`src/rtl/multicycle_control_pkg.sv`:
```
// Shared encodings for the multicycle control FSM and its datapath.
// Holds the FSM state, opcode and ALU-operation constants.
package multicycle_control_pkg;

    typedef enum logic [2:0] {
        ST_IF  = 3'd0,
        ST_ID  = 3'd1,
        ST_EX  = 3'd2,
        ST_MEM = 3'd3,
        ST_WB  = 3'd4
    } state_e;

    localparam logic [5:0] OP_R    = 6'b000000;
    localparam logic [5:0] OP_BEQ  = 6'b000100;
    localparam logic [5:0] OP_BNE  = 6'b000101;
    localparam logic [5:0] OP_ADDI = 6'b001000;
    localparam logic [5:0] OP_LUI  = 6'b001111;
    localparam logic [5:0] OP_ORI  = 6'b001101;
    localparam logic [5:0] OP_LW   = 6'b100011;
    localparam logic [5:0] OP_SW   = 6'b101011;

    localparam logic [2:0] ALU_ADD    = 3'b000;
    localparam logic [2:0] ALU_SUB_NE = 3'b001;
    localparam logic [2:0] ALU_RTYPE  = 3'b010;
    localparam logic [2:0] ALU_SUB_EQ = 3'b011;
    localparam logic [2:0] ALU_OR     = 3'b110;
    localparam logic [2:0] ALU_LUI    = 3'b111;

endpackage

```
`src/rtl/multicycle_control_op_decode.sv`:
```
// Combinational per-opcode decode: legality, instruction class, ALU op/src.
// Ports: op_i (opcode) in; legal_o, is_*_o class flags, alu_op_o, alu_src_o out.
module op_decode
    import multicycle_control_pkg::*;
#(
    parameter int ENABLE_LUI_ORI = 1
) (
    input  logic [5:0] op_i,
    output logic       legal_o,
    output logic       is_r_o,
    output logic       is_beq_o,
    output logic       is_bne_o,
    output logic       is_lw_o,
    output logic       is_sw_o,
    output logic [2:0] alu_op_o,
    output logic       alu_src_o
);

    localparam logic LUI_ORI_OK = (ENABLE_LUI_ORI != 0);

    always_comb begin
        legal_o   = 1'b0;
        is_r_o    = 1'b0;
        is_beq_o  = 1'b0;
        is_bne_o  = 1'b0;
        is_lw_o   = 1'b0;
        is_sw_o   = 1'b0;
        alu_op_o  = ALU_ADD;
        alu_src_o = 1'b0;
        case (op_i)
            OP_R: begin
                legal_o  = 1'b1;
                is_r_o   = 1'b1;
                alu_op_o = ALU_RTYPE;
            end
            OP_BEQ: begin
                legal_o  = 1'b1;
                is_beq_o = 1'b1;
                alu_op_o = ALU_SUB_EQ;
            end
            OP_BNE: begin
                legal_o  = 1'b1;
                is_bne_o = 1'b1;
                alu_op_o = ALU_SUB_NE;
            end
            OP_ADDI: begin
                legal_o   = 1'b1;
                alu_src_o = 1'b1;
            end
            OP_LUI: begin
                legal_o   = LUI_ORI_OK;
                alu_op_o  = ALU_LUI;
                alu_src_o = 1'b1;
            end
            OP_ORI: begin
                legal_o   = LUI_ORI_OK;
                alu_op_o  = ALU_OR;
                alu_src_o = 1'b1;
            end
            OP_LW: begin
                legal_o   = 1'b1;
                is_lw_o   = 1'b1;
                alu_src_o = 1'b1;
            end
            OP_SW: begin
                legal_o   = 1'b1;
                is_sw_o   = 1'b1;
                alu_src_o = 1'b1;
            end
            default: begin
                legal_o = 1'b0;
            end
        endcase
    end

endmodule

```
`src/rtl/multicycle_control.sv`:
```
// Multicycle control FSM (IF/ID/EX/MEM/WB) with retired-instruction counter.
// Ports: clk_i, rst_i (async, active-low), instr_op_i, zero_i, mem_ready_i in;
//        datapath strobes, alu_op_o, state_o, illegal_o, retired_o out.
module multicycle_control
    import multicycle_control_pkg::*;
#(
    parameter int ALU_OP_W       = 3,
    parameter int CNT_W          = 16,
    parameter int ENABLE_LUI_ORI = 1
) (
    input  logic                clk_i,
    input  logic                rst_i,
    input  logic [5:0]          instr_op_i,
    input  logic                zero_i,
    input  logic                mem_ready_i,
    output logic                pc_write_o,
    output logic                ir_write_o,
    output logic                reg_write_o,
    output logic                reg_dst_o,
    output logic                alu_src_o,
    output logic                mem_read_o,
    output logic                mem_write_o,
    output logic                mem_to_reg_o,
    output logic                pc_src_o,
    output logic [ALU_OP_W-1:0] alu_op_o,
    output logic [2:0]          state_o,
    output logic                illegal_o,
    output logic [CNT_W-1:0]    retired_o
);

    state_e           state_q, state_d;
    logic [5:0]       op_q, op_d;
    logic [CNT_W-1:0] retired_q, retired_d;

    logic [5:0] dec_op;
    logic       dec_legal;
    logic       dec_r;
    logic       dec_beq;
    logic       dec_bne;
    logic       dec_lw;
    logic       dec_sw;
    logic [2:0] dec_alu_op;
    logic       dec_alu_src;

    logic       pc_write;
    logic       ir_write;
    logic       reg_write;
    logic       reg_dst;
    logic       alu_src;
    logic       mem_read;
    logic       mem_write;
    logic       mem_to_reg;
    logic       pc_src;
    logic [2:0] alu_op;
    logic       illegal;
    logic       retire;

    // In ID the opcode is not latched yet, so legality is judged on the
    // live IR field; later states decode the latched copy.
    assign dec_op = (state_q == ST_ID) ? instr_op_i : op_q;

    op_decode #(
        .ENABLE_LUI_ORI (ENABLE_LUI_ORI)
    ) u_op_decode (
        .op_i      (dec_op),
        .legal_o   (dec_legal),
        .is_r_o    (dec_r),
        .is_beq_o  (dec_beq),
        .is_bne_o  (dec_bne),
        .is_lw_o   (dec_lw),
        .is_sw_o   (dec_sw),
        .alu_op_o  (dec_alu_op),
        .alu_src_o (dec_alu_src)
    );

    always_comb begin
        state_d    = state_q;
        op_d       = op_q;
        pc_write   = 1'b0;
        ir_write   = 1'b0;
        reg_write  = 1'b0;
        reg_dst    = 1'b0;
        alu_src    = 1'b0;
        mem_read   = 1'b0;
        mem_write  = 1'b0;
        mem_to_reg = 1'b0;
        pc_src     = 1'b0;
        alu_op     = ALU_ADD;
        illegal    = 1'b0;
        retire     = 1'b0;
        case (state_q)
            ST_IF: begin
                mem_read = 1'b1;
                if (mem_ready_i) begin
                    ir_write = 1'b1;
                    pc_write = 1'b1;
                    state_d  = ST_ID;
                end
            end
            ST_ID: begin
                op_d = instr_op_i;
                if (dec_legal) begin
                    state_d = ST_EX;
                end else begin
                    illegal = 1'b1;
                    state_d = ST_IF;
                end
            end
            ST_EX: begin
                alu_op  = dec_alu_op;
                alu_src = dec_alu_src;
                if (dec_beq || dec_bne) begin
                    pc_src   = 1'b1;
                    pc_write = (dec_beq & zero_i) | (dec_bne & ~zero_i);
                    retire   = 1'b1;
                    state_d  = ST_IF;
                end else if (dec_lw || dec_sw) begin
                    state_d = ST_MEM;
                end else if (dec_legal) begin
                    state_d = ST_WB;
                end else begin
                    state_d = ST_IF;
                end
            end
            ST_MEM: begin
                mem_read  = dec_lw;
                mem_write = dec_sw;
                if (mem_ready_i) begin
                    if (dec_lw) begin
                        state_d = ST_WB;
                    end else begin
                        retire  = dec_sw;
                        state_d = ST_IF;
                    end
                end
            end
            ST_WB: begin
                reg_write  = 1'b1;
                reg_dst    = dec_r;
                mem_to_reg = dec_lw;
                retire     = 1'b1;
                state_d    = ST_IF;
            end
            default: begin
                state_d = ST_IF;
            end
        endcase
    end

    assign retired_d = retired_q + CNT_W'(retire);

    always_ff @(posedge clk_i or negedge rst_i) begin
        if (!rst_i) begin
            state_q   <= ST_IF;
            op_q      <= '0;
            retired_q <= '0;
        end else begin
            state_q   <= state_d;
            op_q      <= op_d;
            retired_q <= retired_d;
        end
    end

    // Gating with rst_i makes an in-flight access drop the moment reset
    // asserts, rather than at the next clock edge.
    assign pc_write_o   = pc_write & rst_i;
    assign ir_write_o   = ir_write & rst_i;
    assign reg_write_o  = reg_write & rst_i;
    assign reg_dst_o    = reg_dst & rst_i;
    assign alu_src_o    = alu_src & rst_i;
    assign mem_read_o   = mem_read & rst_i;
    assign mem_write_o  = mem_write & rst_i;
    assign mem_to_reg_o = mem_to_reg & rst_i;
    assign pc_src_o     = pc_src & rst_i;
    assign illegal_o    = illegal & rst_i;
    assign alu_op_o     = rst_i ? ALU_OP_W'(alu_op) : '0;
    assign state_o      = state_q;
    assign retired_o    = retired_q;

endmodule

```
`config.mk`:
```
export PLATFORM = sky130hd
export DESIGN_NAME = multicycle_control
export DESIGN_NICKNAME = d
export VERILOG_FILES = /design/src/rtl/multicycle_control_pkg.sv /design/src/rtl/multicycle_control_op_decode.sv /design/src/rtl/multicycle_control.sv
export SDC_FILE = /design/constraint.sdc
export NUM_CORES = 1
export LEC_CHECK = 0
export ABC_AREA = 1
export BUFFER_PORTS_ARGS = -buffer_cell sky130_fd_sc_hd__buf_2
export CAP_MARGIN = 20
export CORE_ASPECT_RATIO = 0.5
export CORE_MARGIN = 10
export CORE_UTILIZATION = 50
export DETAILED_ROUTE_END_ITERATION = 8
export GPL_ROUTABILITY_DRIVEN = 0
export GPL_TIMING_DRIVEN = 1
export PLACE_DENSITY_LB_ADDON = 0.15
export SYNTH_ARGS = -nofsm -noshare
export SYNTH_HDL_FRONTEND = slang
export SYNTH_SLANG_ARGS = --single-unit
```
`constraint.sdc`:
```
create_clock -name clk_i -period 6.5 [get_ports clk_i]
set_clock_uncertainty 0.15 [all_clocks]
set_input_delay 0.325 -clock clk_i [delete_from_list [all_inputs] [get_ports clk_i]]
set_output_delay 0.325 -clock clk_i [all_outputs]
set_load 0.02 [all_outputs]
```
==> metrics.md, run 1 <==
| Metric | Value |
|---|---|
| Xor and xnor area share after synthesis | `7.564%` |
| Via Count | `1300` |
| Post-CTS resize count | `0` |
| Compound-Gate Fraction of Synth Area | `4.738%` |
| Pint | `0.3508 mW` |
| Starting Density | `55.08%` |
| Synthesized instance count | `172` |
| Crit-path max FO | `13` |
| Area Overhead vs Synth | `19.37%` |
| Net Sw Power | `0.3544 mW` |
| Initial antenna violation count | `0` |
| Largest net degree at the start of global routing | `27` |
| Synth area leader | `dfrtp_1` |
| Io pins | `42` |
| WL per Instance | `13.65 µm` |
| Worst rel slew slack | `63.00%` |
| Placeable Area | `2733 µm²` |
| Fin util | `65.75%` |
| First-pass GRT wire length | `5920 µm` |
| Delay-heaviest family, CP | `simple AND/OR/NAND/NOR gates` |
| DRC violation count after routing | `0` |
| Flop pwr share | `30.6%` |
| Total CTS buffers | `3` |
| Worst Hold Launch | `instr_op_i[1]` |
| DR iter-0 viols | `49` |
| R2R Setup Slk | `3110 ps` |
| CTS Sinks | `25` |
| IO Port Bufs | `41` |
| Synth top area share | `41.56%` |
| Hold Path Stages | `3` |
| Fin cells | `252` |
| Setup_tns | `0 ps` |
| Dpl hpwl | `2825 µm` |
| Number of synthesized register bits | `25` |
| Hold Crit Class | `in2reg` |
| WS Path Type | `reg2reg` |
| Combinational power share | `55.5%` |
| Unrepaired setup endpoints after global routing | `false` |
| CP most frequent cell | `nor2_1` |
| Buf/Inv on CP | `1` |
| Setup repair bufs after CTS | `0` |
| Gr ovfl total | `0` |
| Peak supply drop | `0.1750 mV` |
| Max-Cap Viols | `0` |
| RR Endpoint | `retired_o[14]` |
| DRT Wirelength | `3439 µm` |
| Die Ht | `58.80 µm` |
| PD cells | `392.5 nW/µm²` |
| Status | `finished, final reports clean` |
| Mapped Avg Cell Area | `8.751 µm²` |
| Post-Synth Simple-Gate Area | `37.66%` |
| CP arrival | `3450 ps` |
| Post-synthesis mux area share | `0%` |
| Power, Total | `0.7052 mW` |
| Hold EP | `op_q[1]` |
| Final net count | `228` |
| Vias per inst | `5.159` |
| DIE AREA | `5738 µm²` |
| Net Sw Frac | `50.25%` |
| R2R depth | `16` |
| Worst Setup Start Kind | `flip-flop` |
| Mapped Area | `1505 µm²` |
| Setup violators final | `0` |
| Clock power frac | `13.9%` |
| Clock Pin Slew Worst Setup and Hold Paths | `90 ps` |
| Worst EP required | `6560 ps` |
| Worst path slowest cell | `dfrtp_1` |
| Placed cell count | `247` |
| Vias in the first global route | `1339` |
| Largest family of logic cells by synthesized area | `simple AND/OR/NAND/NOR gates` |
| N_diodes | `0` |
| # rows | `13` |
| Deepest clock path buffer count | `2` |
| Lkg Pwr | `1.010 nW` |
| Layout cells sized above 1 | `36.28%` |
| Post-DRT Antenna Nets | `0` |
| Net Count, Synth | `184` |
| Tightest Pin Transition | `555.1 ps` |
| Tmin final | `3390 ps` |
| Worst skew pair latency | `270 ps` |
| Yosys Warn Count | `0` |
| Root buffer cell | `clkbuf_8` |
| Fin. max-slew vios | `0` |
| Cts hold-fix bufs | `1` |
| Sequential cell area fraction in the yosys report | `41.56%` |
| Crit-path cells | `inv_2, nand3_2, nand2_1, nand2_2, nor2_2, nand4_1, o211ai_1, ha_1, ha_1, nand3_1, nor2_1, nand3_1, nor2_1, nand4_1, nor2_1, xor2_1` |
| Crit. End Element | `flip-flop` |
| Synth unique cells | `31` |
| Commonest non-fill, non-tap cell in the layout | `buf_2` |
| Die width | `97.60 µm` |
| Crit Reg-Reg Startpoint | `state_o[1]` |
| Adder-Cell Fraction of Synth Area | `1.663%` |
| Final Hold Fails | `0` |
| Max Clk Rate | `294.9 MHz` |
| Largest cells by area after synthesis | `dfrtp_1 42%, nand2_1 5.7%, nand3_1 4.7%` |
| CTS tree | `yes` |
| Crit share post-route | `52.16%` |
| Clock H-tree levels | `1` |
| CP peak stage delay | `430 ps` |
| Most frequent cells in the layout | `41 x buf_2, 25 x dfrtp_1, 23 x nand2_1, 18 x nor2_1, 16 x inv_1` |
| DRT Pass-1 Iters | `4` |
| Gr usage total | `12.33%` |
Yosys cell counts:
cell type,count
a21oi_1,4
nand4_1,6
nor3_1,1
clkbuf_1,1
dfrtp_1,25
buf_2,1
nand2_4,6
o211ai_1,1
nor3_2,1
nor4_1,3
nand2_1,23
o22ai_1,1
nand3_1,14
nor2_1,18
buf_6,1
inv_2,6
xnor2_1,5
nand3_2,6
o21ai_1,3
o21bai_1,1
nand3b_1,4
nand2_2,5
xor2_1,8
nor2_8,2
or2_2,1
nor2_4,1
a31oi_1,1
a21oi_2,1
nor2_2,4
inv_1,16
ha_1,2
kinds of logic after synthesis:
kind of cell | after synthesis
simple gates | 95
compound gates | 12
flops | 25
buf+inv | 25
xor+xnor | 13
fa+ha+maj | 2
routing by layer:
layer  up-vias  global-route usage [%]  share of wire [%]
li1        647                       -                  -
met1       615                   13.02                 43
met2        33                   22.77                 50
met3         5                   4.657                6.3
met4         0                   3.909               0.99
met5         -                       0                  0
layout make-up:
cell class | count | area [µm²]
clock buffer | 3 | 41.29
clock inverter | 1 | 8.758
multi-input combinational | 122 | 777.0
timing repair buffer | 42 | 215.2
sequential | 25 | 625.6
inverter | 22 | 82.58
fill | 244 | 935.9
tap | 37 | 46.29
metrics by stage:
| step | hold slack [ps] | worst slack [ps] | instance area [µm²] |
|---|---|---|---|
| after CTS | 190.9 | 3086 | 1797 |
| after detailed placement | 199.9 | 3137 | 1737 |
| final | 194.2 | 3110 | 1797 |
| after global placement | 203.0 | 3192 | 1737 |
| after global routing | 206.4 | 2760 | 1797 |
| after floorplan | -120.6 | 3583 | 1505 |
worst reg2reg max path, cell delays in order (launching register included):
cell and delay, ps:
dfrtp_1 430, inv_2 200, nand3_2 310, nand2_1 170, nand2_2 110, nor2_2 160
nand4_1 130, o211ai_1 230, ha_1 230, ha_1 200, nand3_1 120, nor2_1 190
nand3_1 130, nor2_1 140, nand4_1 140, nor2_1 150, xor2_1 150
worst max path at each step:
stage	start	endpoint	slack [ps]	depth (start not counted)
after global routing	state_o[1]	retired_o[14]	2760	16
after CTS	state_o[1]	retired_o[14]	3090	16
final	state_o[1]	retired_o[14]	3110	16
after global placement	state_o[1]	retired_o[14]	3190	16
after detailed placement	state_o[1]	retired_o[14]	3140	16
after floorplan	state_o[1]	retired_o[14]	3580	17
registers in the layout (all words and copies together) (netlist names):
| signal | cells |
|---|---|
| state_o | 3 |
| retired_o | 16 |
| op_q | 6 |
power groups by stage:
stage	clock network (mW)	registers, mW	logic (mW)
floorplan	0	0.230	0.307
global placement	0	0.219	0.386
detailed placement	0	0.219	0.390
CTS	0.101	0.216	0.392
global route	0.110	0.220	0.428
finish	0.0979	0.216	0.391
Power figures use the tool's default switching activity.
==> run 2: changes to the inputs <==
--- a/config.mk
+++ b/config.mk
@@ -10,7 +10,7 @@
 export CAP_MARGIN = 20
 export CORE_ASPECT_RATIO = 0.5
 export CORE_MARGIN = 10
-export CORE_UTILIZATION = 50
+export CORE_UTILIZATION = 46
 export DETAILED_ROUTE_END_ITERATION = 8
 export GPL_ROUTABILITY_DRIVEN = 0
 export GPL_TIMING_DRIVEN = 1
==> constraint.sdc (replaced) <==
create_clock -name clk_i -period 3 [get_ports clk_i]
set_clock_uncertainty 0.15 [all_clocks]
set_input_delay 0.15 -clock clk_i [delete_from_list [all_inputs] [get_ports clk_i]]
set_output_delay 0.15 -clock clk_i [all_outputs]
set_load 0.02 [all_outputs]
==> metrics.md, run 2 (same netlist as run 1, synthesis figures left out) <==
| Metric | Value |
|---|---|
| Commonest non-fill, non-tap cell in the layout | `buf_2 (unchanged)` |
| Flop pwr share | `24.1% (was 30.6%)` |
| Post-DRT Antenna Nets | `0 (unchanged)` |
| M1 wire length | `1875 µm (was 1480 µm)` |
| Net Sw Frac | `47.42% (was 50.25%)` |
| Via Count | `1472 (was 1300)` |
| Crit Reg-Reg Startpoint | `state_o[2] (was state_o[1])` |
| Multi-input logic area | `895.9 µm² (was 777.0 µm²)` |
| CP arrival | `2940 ps (was 3450 ps)` |
| Worst Hold Launch | `instr_op_i[0] (was instr_op_i[1])` |
| Worst EP required | `3020 ps (was 6560 ps)` |
| Max reg flops | `16 (unchanged)` |
| R2R Setup Slk | `90 ps (was 3110 ps)` |
| DR WL met3 | `235 µm (was 217 µm)` |
| Placeable Area | `3065 µm² (was 2733 µm²)` |
| IO Port Bufs | `41 (unchanged)` |
| Met2 Routed Length | `2288 µm (was 1707 µm)` |
| Crit-path max FO | `5 (was 13)` |
| DRT Pass-1 Iters | `4 (unchanged)` |
| R2R depth | `16 (unchanged)` |
| DRT Wirelength | `4442 µm (was 3439 µm)` |
| Pre-CTS WS | `-24.57 ps (was 3137 ps)` |
| WL per Instance | `15.53 µm (was 13.65 µm)` |
| Area Overhead vs Synth | `46.13% (was 19.37%)` |
| # fillers | `237 (was 244)` |
| Hold Crit Class | `in2reg (unchanged)` |
| Hold Path Stages | `3 (unchanged)` |
| Starting Density | `49.10% (was 55.08%)` |
| Tmin final | `2915 ps (was 3390 ps)` |
| Most frequent cells in the layout | `41 x buf_2, 24 x dfrtp_1, 24 x buf_4, 18 x nand2_1, 16 x inv_1 (was 41 x buf_2, 25 x dfrtp_1, 23 x nand2_1, 18 x nor2_1, 16 x inv_1)` |
| CP Launch Point | `state_o[2] (was state_o[1])` |
| Hold slack final | `9.202 ps (was 194.2 ps)` |
| Worst Setup Start Kind | `flip-flop (unchanged)` |
| CTS tree | `yes (unchanged)` |
| PnR worst setup slack | `85.14 ps (was 3110 ps)` |
| Fin. max-slew vios | `0 (unchanged)` |
| Initial antenna violation count | `0 (unchanged)` |
| Hold EP | `op_q[0] (was op_q[1])` |
| Gr ovfl total | `0 (unchanged)` |
| Crit. End Element | `flip-flop (unchanged)` |
| Combinational power share | `64.8% (was 55.5%)` |
| Vias per inst | `5.147 (was 5.159)` |
| Final Hold Fails | `0 (unchanged)` |
| Crit share post-route | `97.16% (was 52.16%)` |
| Io pins | `42 (unchanged)` |
| Root buffer cell | `clkbuf_8 (unchanged)` |
| Clock power frac | `11.1% (was 13.9%)` |
| Total CTS buffers | `3 (unchanged)` |
| Net Sw Power | `0.9270 mW (was 0.3544 mW)` |
| Setup violators final | `0 (unchanged)` |
| Clock H-tree levels | `1 (unchanged)` |
| Max Clk Rate | `343.1 MHz (was 294.9 MHz)` |
| First-pass GRT wire length | `6306 µm (was 5920 µm)` |
| Lkg Pwr | `1.177 nW (was 1.010 nW)` |
| Max Used Layer | `met4 (unchanged)` |
| Die Ht | `60.45 µm (was 58.80 µm)` |
| Max-Cap Viols | `0 (unchanged)` |
| Vias in the first global route | `1379 (was 1339)` |
| RR Endpoint | `retired_o[15] (was retired_o[14])` |
| Status | `finished, final reports clean (unchanged)` |
| Unrepaired setup endpoints after global routing | `true (was false)` |
| Peak supply drop | `0.6710 mV (was 0.1750 mV)` |
| Flip-flop and latch area | `626.9 µm² (was 625.6 µm²)` |
| Layout cells sized above 1 | `51.22% (was 36.28%)` |
| PD cells | `888.7 nW/µm² (was 392.5 nW/µm²)` |
| Final net count | `259 (was 228)` |
| N_diodes | `0 (unchanged)` |
| DR iter-0 viols | `52 (was 49)` |
| Deepest clock path buffer count | `2 (unchanged)` |
| Dpl hpwl | `2999 µm (was 2825 µm)` |
| Gr usage total | `12.61% (was 12.33%)` |
| Largest net degree at the start of global routing | `27 (unchanged)` |
| CTS Sinks | `25 (unchanged)` |
| Tightest Pin Transition | `340.3 ps (was 555.1 ps)` |
| Clock Pin Slew Worst Setup and Hold Paths | `90 ps (about the same)` |
| WS Path Type | `reg2reg (unchanged)` |
| # rows | `14 (was 13)` |
| DIE AREA | `6099 µm² (was 5738 µm²)` |
| Pint | `1.028 mW (was 0.3508 mW)` |
| Worst rel slew slack | `77.10% (was 63.00%)` |
| Worst skew pair latency | `280 ps (was 270 ps)` |
| Die width | `100.9 µm (was 97.60 µm)` |
| DRC violation count after routing | `0 (unchanged)` |
## run 2: cell count changes in the layout (fill, tap and decap cells not counted), sizes merged
| cell | previous run | this run |
|---|---|---|
| buf | 41 | 70 |
| clkbuf | 3 | 4 |
| nand3 | 20 | 21 |
## run 2: power groups by stage
stage,combinational [mW],sequential [mW],clock [mW]
2_1_floorplan,0.665,0.499,0
3_3_place_gp,0.981,0.462,0
3_5_place_dp,0.995,0.463,0
4_1_cts,1.01,0.459,0.221
5_1_grt,1.35,0.479,0.238
6_report,1.27,0.471,0.217
## run 2: timing repair
| item | 4_1_cts | 5_1_grt |
|---|---|---|
| hold buffers | 1 | 0 |
| hold endpoints to repair | 25 | 0 |
| gates cloned | 0 | 2 |
| pin swaps | 0 | 21 |
| endpoints found under the setup margin | 1 | 6 |
| setup buffers | 0 | 9 |
| gates resized for setup | 3 | 30 |
## run 2: final cells by class
class | instances | area share [%]
inverters | 22 | 3.982
clock inverters | 1 | 0.3982
clock buffers | 3 | 1.877
flip-flops and latches | 25 | 28.50
multi-input cells | 123 | 40.73
repair buffers | 72 | 22.24
well taps | 40 | 2.275
## run 2: worst max-delay path: stages (launching register included)
cell	delay [ps]
dfrtp_1	410
inv_2	140
nand3_4	160
nand2_4	100
nand2_4	70
nor2_2	140
nand4_1	130
o211ai_1	240
ha_2	260
nand3_2	120
nor2_4	120
nand3_2	100
nor3_4	190
nand3b_1	130
nor2_2	150
nand2_1	70
xnor2_1	120
## run 2: worst max-delay path by stage
stage	endpoint	cells after the start	slack, ps
floorplan	retired_o[14]	17	80
global placement	retired_o[14]	16	90
detailed placement	retired_o[14]	16	-20
CTS	retired_o[14]	17	7
global route	retired_o[15]	16	-150
finish	retired_o[15]	16	90
## run 2: through the flow
step | util [%] | power (mW) | setup TNS, ps | std cells | instance area [µm²]
CTS | 64.04 | 1.688 | 0 | 275 | 1963
detailed placement | 61.67 | 1.458 | -24.57 | 270 | 1891
floorplan | - | 1.163 | 0 | 172 | 1505
global placement | 61.67 | 1.442 | 0 | 270 | 1891
global route | 71.76 | 2.068 | -316.8 | 286 | 2200
finish | 71.76 | 1.955 | 0 | 286 | 2200
## run 2: metal layers
metal,global-route usage [%],vias to the layer above
li1,-,718
met1,13.97,713
met2,23.44,35
met3,4.535,6
met4,2.170,0
met5,0,-
